===== config.mk =====
export PLATFORM = sky130hd
export DESIGN_NAME = weight_extraction_sequencer
export DESIGN_NICKNAME = d
export VERILOG_FILES = /design/src/rtl/weight_extraction_sequencer.sv
export SDC_FILE = /design/constraint.sdc
export NUM_CORES = 1
export LEC_CHECK = 0
export BUFFER_PORTS_ARGS = -buffer_cell sky130_fd_sc_hd__buf_2
export CAP_MARGIN = 20
export CORE_ASPECT_RATIO = 0.8
export CORE_MARGIN = 1.5
export CORE_UTILIZATION = 51
export CTS_BUF_LIST = sky130_fd_sc_hd__clkbuf_4 sky130_fd_sc_hd__clkbuf_8 sky130_fd_sc_hd__clkbuf_16
export DETAILED_ROUTE_END_ITERATION = 16
export PLACE_DENSITY = 0.73
export SETUP_SLACK_MARGIN = 0.4
export SLEW_MARGIN = 20
export SYNTH_ARGS = -nofsm -noshare
export SYNTH_HDL_FRONTEND = slang
export SYNTH_SLANG_ARGS = --single-unit

===== constraint.sdc =====
create_clock -name clk -period 1.5 [get_ports clk]
set_clock_uncertainty 0.05 [all_clocks]
set_input_delay 0.3 -clock clk [delete_from_list [all_inputs] [get_ports clk]]
set_output_delay 0.3 -clock clk [all_outputs]
set_load 0.1 [all_outputs]

===== src/rtl/weight_extraction_sequencer.sv =====
// weight_extraction_sequencer: clears, feeds and drains one weight-extraction pass across N cells; optional abort via WEC_SEQ_ABORT_EN
module weight_extraction_sequencer #(
    parameter int N     = 3,
    parameter int SKEW  = 1,
    parameter int CNT_W = 8
) (
    input  logic             clk,
    input  logic             rst,
    input  logic             go,
    input  logic [CNT_W-1:0] num_beats,
    input  logic             in_valid,
`ifdef WEC_SEQ_ABORT_EN
    input  logic             abort,
    output logic             aborted,
`endif
    output logic             in_ready,
    output logic             cell_rst,
    output logic [N-1:0]     cell_en,
    output logic [CNT_W-1:0] beat_cnt,
    output logic             busy,
    output logic             done,
    output logic             wk_valid
);
    typedef enum logic [2:0] {S_IDLE, S_CLEAR, S_FEED, S_DRAIN, S_DONE} state_t;
    localparam int DL = (N - 1) * SKEW;
    localparam int SW = DL > 0 ? DL : 1;
    state_t           r_state, w_next;
    logic [CNT_W-1:0] r_num, r_cnt;
    logic [15:0]      r_drain;
    logic [SW-1:0]    r_sh;
    logic             r_wk, w_accept, w_go, w_abort;
    assign in_ready = r_state == S_FEED;
    assign cell_rst = r_state == S_CLEAR;
    assign busy     = cell_rst | in_ready | (r_state == S_DRAIN);
    assign done     = r_state == S_DONE;
    assign w_accept = in_valid & in_ready;
    assign w_go     = go & (r_state == S_IDLE);
    assign beat_cnt = r_cnt;
    assign wk_valid = r_wk;
    assign cell_en[0] = w_accept;
    for (genvar j = 1; j < N; j++) begin : g_col
        assign cell_en[j] = r_sh[j*SKEW-1];
    end
`ifdef WEC_SEQ_ABORT_EN
    logic r_aborted;
    assign w_abort = abort & busy;
    assign aborted = r_aborted;
    // one-cycle pulse marking an abandoned pass
    always_ff @(posedge clk or posedge rst)
        if (rst) r_aborted <= 1'b0;
        else r_aborted <= w_abort;
`else
    assign w_abort = 1'b0;
`endif
    // next-state: a zero-length drain (N==1) goes straight to DONE
    always_comb begin
        w_next = r_state;
        case (r_state)
            S_IDLE:  w_next = go ? S_CLEAR : S_IDLE;
            S_CLEAR: w_next = (r_num != '0) ? S_FEED : (DL == 0 ? S_DONE : S_DRAIN);
            S_FEED:  w_next = (w_accept && (r_cnt + 1'b1 == r_num)) ? (DL == 0 ? S_DONE : S_DRAIN) : S_FEED;
            S_DRAIN: w_next = (r_drain == 16'(DL - 1)) ? S_DONE : S_DRAIN;
            default: w_next = S_IDLE;
        endcase
        if (w_abort) w_next = S_IDLE;
    end
    // state, captured beat target, progress and weight-valid flag
    always_ff @(posedge clk or posedge rst)
        if (rst) begin
            r_state <= S_IDLE;
            r_num   <= '0;
            r_cnt   <= '0;
            r_drain <= '0;
            r_wk    <= 1'b0;
        end else begin
            r_state <= w_next;
            r_num   <= w_go ? num_beats : r_num;
            r_cnt   <= w_go ? '0 : r_cnt + CNT_W'(w_accept);
            r_drain <= (r_state == S_DRAIN) ? r_drain + 1'b1 : '0;
            r_wk    <= w_go ? 1'b0 : (r_wk | (w_next == S_DONE));
        end
    // skew line shifts every cycle so bubbles travel down the columns; abort flushes it
    always_ff @(posedge clk or posedge rst)
        if (rst) r_sh <= '0;
        else r_sh <= w_abort ? '0 : SW'({r_sh, w_accept});
endmodule


==> results of run 1 <==
## cells in the mapped netlist (2+ instances only)
library cell	number
xnor2_1	11
nand4_1	5
a21oi_1	3
dfrtp_1	38
inv_1	7
nor4_1	6
or3_1	3
nor2_1	26
xor2_1	15
ha_1	5
buf_4	2
nand3_1	13
and2_1	2
and4_1	2
mux2_2	7
o21ai_0	6
nand2_1	11
a31oi_1	2
nor2b_1	2
nor3_1	5
## cell families after synthesis
kind of cell | count (synthesis) | share of synthesized area
DFF | 38 | 0.4832
buffers and inverters | 12 | 0.02797
adders and majority gates | 5 | 0.03179
muxes | 7 | 0.04005
AOI/OAI and AO/OA | 15 | 0.04514
xor gates and xnor gates | 26 | 0.1157
and+or+nand+nor | 87 | 0.2562
## per-stage QoR
step                setup slack (ns)  hold WS, ns  setup TNS, ns    util  cell area, µm²
CTS                          -0.2114       0.1673         -3.246  0.9032            3221
detailed placement          -0.04847       0.3077        -0.2340  0.7674            2736
global placement           -0.008772       0.3039       -0.02064  0.7674            2736
floorplan                    -0.8663       0.2156         -10.72       -            2137
## timing repair
item / in CTS
endpoints found under the setup margin: 52
pin swaps: 19
buffers inserted: 23
resized for setup: 54
hold endpoints to repair: 10
hold buffers: 1
==> reports/metrics.cfg, run 1 <==
[status]
firstError = [ERROR DPL-0038] Utilization greater than 100%, impossible to legalize
run_status = stopped before the end
haltStage = global routing

[floorplanning]
die_y_um = 58.57
initial_core_util = 0.5519
rows = 19
ioPinCount = 28
die_w_um = 72.46

[yosys]
yosys.area.top_type = dfrtp_1
syn_nets = 207
syn-instance-count = 190
ys_ff_latch = 38
synth_area_leaders = dfrtp_1 (48%), xor2_1 (6.7%), nor2_1 (5.0%), xnor2_1 (4.9%), mux2_2 (4.0%)
synth-main-ff-cell = dfrtp_1
yosysUniqueCellTypes = 39
syn-mean-instance-area_um2 = 10.36
synth_seq_area_share = 0.4832
netlist_area_um2 = 1968
yosys_warnings = 0
synth_edf_count = 0
async_reset_ff_frac = 1.000
synth_top_area_share = 0.4832

[cts]
cts_made_buffers = 5
root_buffer = clkbuf_8
cts.htree.levels = 2
cts.sinks = 38
clockBufferDepth = 2

[timing]
crit_endpoint = cell_en[0]
worstEpCategory = primary output

[global_routing]
grt_max_degree = 39

[placed_design]
portBuffers = 27
gp_congestion = 0.8688
dp.final_hpwl_mm = 3.832
dp.cells = 285

==> inputs of run 2 (changes only) <==
Settings changed: CORE_ASPECT_RATIO 0.8 to unset, CORE_UTILIZATION 51 to 40, CTS_BUF_LIST sky130_fd_sc_hd__clkbuf_4 sky130_fd_sc_hd__clkbuf_8 sky130_fd_sc_hd__clkbuf_16 to unset, PLACE_DENSITY 0.73 to unset, PLACE_DENSITY_LB_ADDON set to 0.15, SETUP_SLACK_MARGIN 0.4 to unset.
Clock period 1.5 ns to 1.95 ns, I/O delays scaled along.
==> reports/metrics.cfg, run 2 <==
[floorplanning]
rows = 25
ioPinCount = 28
initial_core_util = 0.4167
dieArea_um2 = 5350
core_area_um2 = 4723
die_w_um = 73.15
die_y_um = 73.15

[pwr]
power.static_leakage_nw = 1.040
total_power_w = 0.003650
vdd_ir_drop_max_uv = 1395
p_per_area_nw_per_um2 = 1536

[cts]
clk_pin_slew_worst_paths_ns = 0.07
root_buffer = clkbuf_8
clockBufferDepth = 2
cts_tree = yes
cts.htree.levels = 2
clk_latency_ns = 0.29
cts.sinks = 38
cts_made_buffers = 5

[yosys]
yosys_warnings = 0
async_reset_ff_frac = 1.000
yosys.area.top_type = dfrtp_1
synth_edf_count = 0
ys_ff_latch = 38
yosysUniqueCellTypes = 39
netlist_area_um2 = 1968
synth_top_area_share = 0.4832
syn_nets = 207
ys_top_cells_by_count = dfrtp_1 (38), nor2_1 (26), xor2_1 (15), nand3_1 (13)
syn-mean-instance-area_um2 = 10.36
syn-instance-count = 190
synth_area_leaders = dfrtp_1 (48%), xor2_1 (6.7%), nor2_1 (5.0%), xnor2_1 (4.9%), mux2_2 (4.0%)
synth_seq_area_share = 0.4832
synth-main-ff-cell = dfrtp_1
synth_most_common_cell = dfrtp_1

[timing]
tightest_slew_ns = 0.4961
slew_violations = 0
timing.final.crit_share = 0.9434
fmax_mhz = 543.6
rsz0062_at_grt = no
maxSlewHeadroom = 0.6716
final-setup-viol-count = 0
hold_viol_final = 0
period_needed_ns = 1.840
fin_setup_tns_ns = 0

[placed_design]
gp_congestion = 0.8230
portBuffers = 27
dp.final_hpwl_mm = 2.978

[route]
drc_errors = 0
drt_wl_total_mm = 4.084
vias = 1484
via_per_inst = 5.100
drt_iter0_markers = 54
wl_per_cell_um = 14.03
antenna_left = 0
first_pass_iters = 4

[worst_setup_path]
end_kind = primary output
crit_type = flip-flop to primary output
r2r-start = beat_cnt[0]$_DFF_PP0_
critPathBufInv = 1
slowest_stage = dfrtp_1
cp_top_family = flip-flops
path_cells = nor2_1, and2_1, clkbuf_4
worst_ep_required_time_ns = 1.51
cp-startpoint = r_state[0]$_DFF_PP0_
cp_max_fo = 6
max_stage_delay_ns = 0.49
worstPathArrival_ns = 1.40
cp-start-kind = flip-flop

[finish]
antenna_cells = 0
layout-drive-gt1-share = 0.2589
nNetsFinal = 240
final_cell_mix = dfrtp_1 (36), nor2_1 (26), buf_2 (22), xor2_1 (15), nand3_1 (12)
areaGrowthSynthToFinish_pct = 20.72
fill_cells = 464
layout_commonest_cell = dfrtp_1
largest_reg_flops = 16
largest_register = r_drain

[global_routing]
grt_usage = 0.1703
antenna_found_initial = 0
grt_max_degree = 31
grt_pass1_wl_mm = 6.948
grt_pass1_vias = 1515
overflow = 0

[min_path]
hold_class = input pin to async pin

[flow_run]
maxCapViolCount = 0

[status]
run_status = finished, final reports clean

[run 2: cell counts after synthesis]
Identical to the previous run, type by type.
[run 2: timing repair]
action                                  in CTS  in global routing
endpoints found under the hold margin        0                  0
buffers inserted                             0                  0
endpoints found under the setup margin       1                  2
gates resized for setup                      1                  2
hold buffers                                 0                  0
gates cloned                                 0                  0
[run 2: per-layer routing]
metal / GRT usage / share of wire / vias up
li1: - / - / 725
met1: 0.1914 / 0.44 / 728
met2: 0.3111 / 0.50 / 25
met3: 0.03867 / 0.037 / 6
met4: 0.06289 / 0.015 / 0
met5: 0 / 0 / -
[run 2: kinds of logic (layout without fill, tap and decap cells)]
| group | Yosys count | in the layout | share of synthesized area |
|---|---|---|---|
| adder cells (fa/ha/maj) | 5 | 5 | 0.03179 |
| buffers and inverters | 12 | 46 | 0.02797 |
| AO/OA/AOI/OAI | 15 | 15 | 0.04514 |
| XOR/XNOR | 26 | 26 | 0.1157 |
| AND/OR/NAND/NOR | 87 | 87 | 0.2562 |
| flip-flops | 38 | 38 | 0.4832 |
| multiplexers | 7 | 7 | 0.04005 |
[run 2: layout make-up]
type                            count  area, µm²  area share
Multi-Input combinational cell    140       1006      0.4234
Sequential cell                    38      953.4      0.4013
Timing Repair Buffer               31      215.2     0.09057
Clock buffer                        7      86.33     0.03633
Tap cell                           67      83.83     0.03528
Inverter                            7      26.28     0.01106
Clock inverter                      1      5.005    0.002106
[run 2: path summary, 6_finish.rpt]
kind	to	slack (ns)	cells after the start
min in group clk	r_num[2]$_DFFE_PP0P_	0.26	3
worst max-delay path	done	0.11	3
worst min register to register	r_sh[1]$_DFF_PP0_	0.33	0
worst max register to register	r_state[0]$_DFF_PP0_	0.29	5
worst min-delay path	r_num[1]$_DFFE_PP0P_	0.03	2
max in group asynchronous	r_state[2]$_DFF_PP0_	1.31	3
[run 2: power breakdown]
group | internal (W) | switching [W] | leakage, nW | total [W]
combinational | 0.000563 | 0.00128 | 0.495 | 0.00184
clock | 0.000285 | 0.000262 | 0.0482 | 0.000547
sequential | 0.000982 | 0.000280 | 0.496 | 0.00126
total | 0.00183 | 0.00182 | 1.04 | 0.00365
[run 2: metrics by stage]
| step | setup WS, ns | cells | utilization | instance area (µm²) | hold WS (ns) |
|---|---|---|---|---|---|
| 3_5_place_dp | 0.3120 | 283 | 0.4821 | 2277 | 0.3196 |
| 5_1_grt | 0.01843 | 291 | 0.5030 | 2376 | 0.03969 |
| 3_3_place_gp | 0.3026 | 283 | 0.4821 | 2277 | 0.3012 |
| 4_1_cts | 0.006274 | 291 | 0.5020 | 2371 | 0.02751 |
| 6_report | 0.1104 | 291 | 0.5030 | 2376 | 0.02692 |
| 2_1_floorplan | -0.4341 | 190 | - | 2014 | 0.4304 |
(Power assumes the default switching activity.)
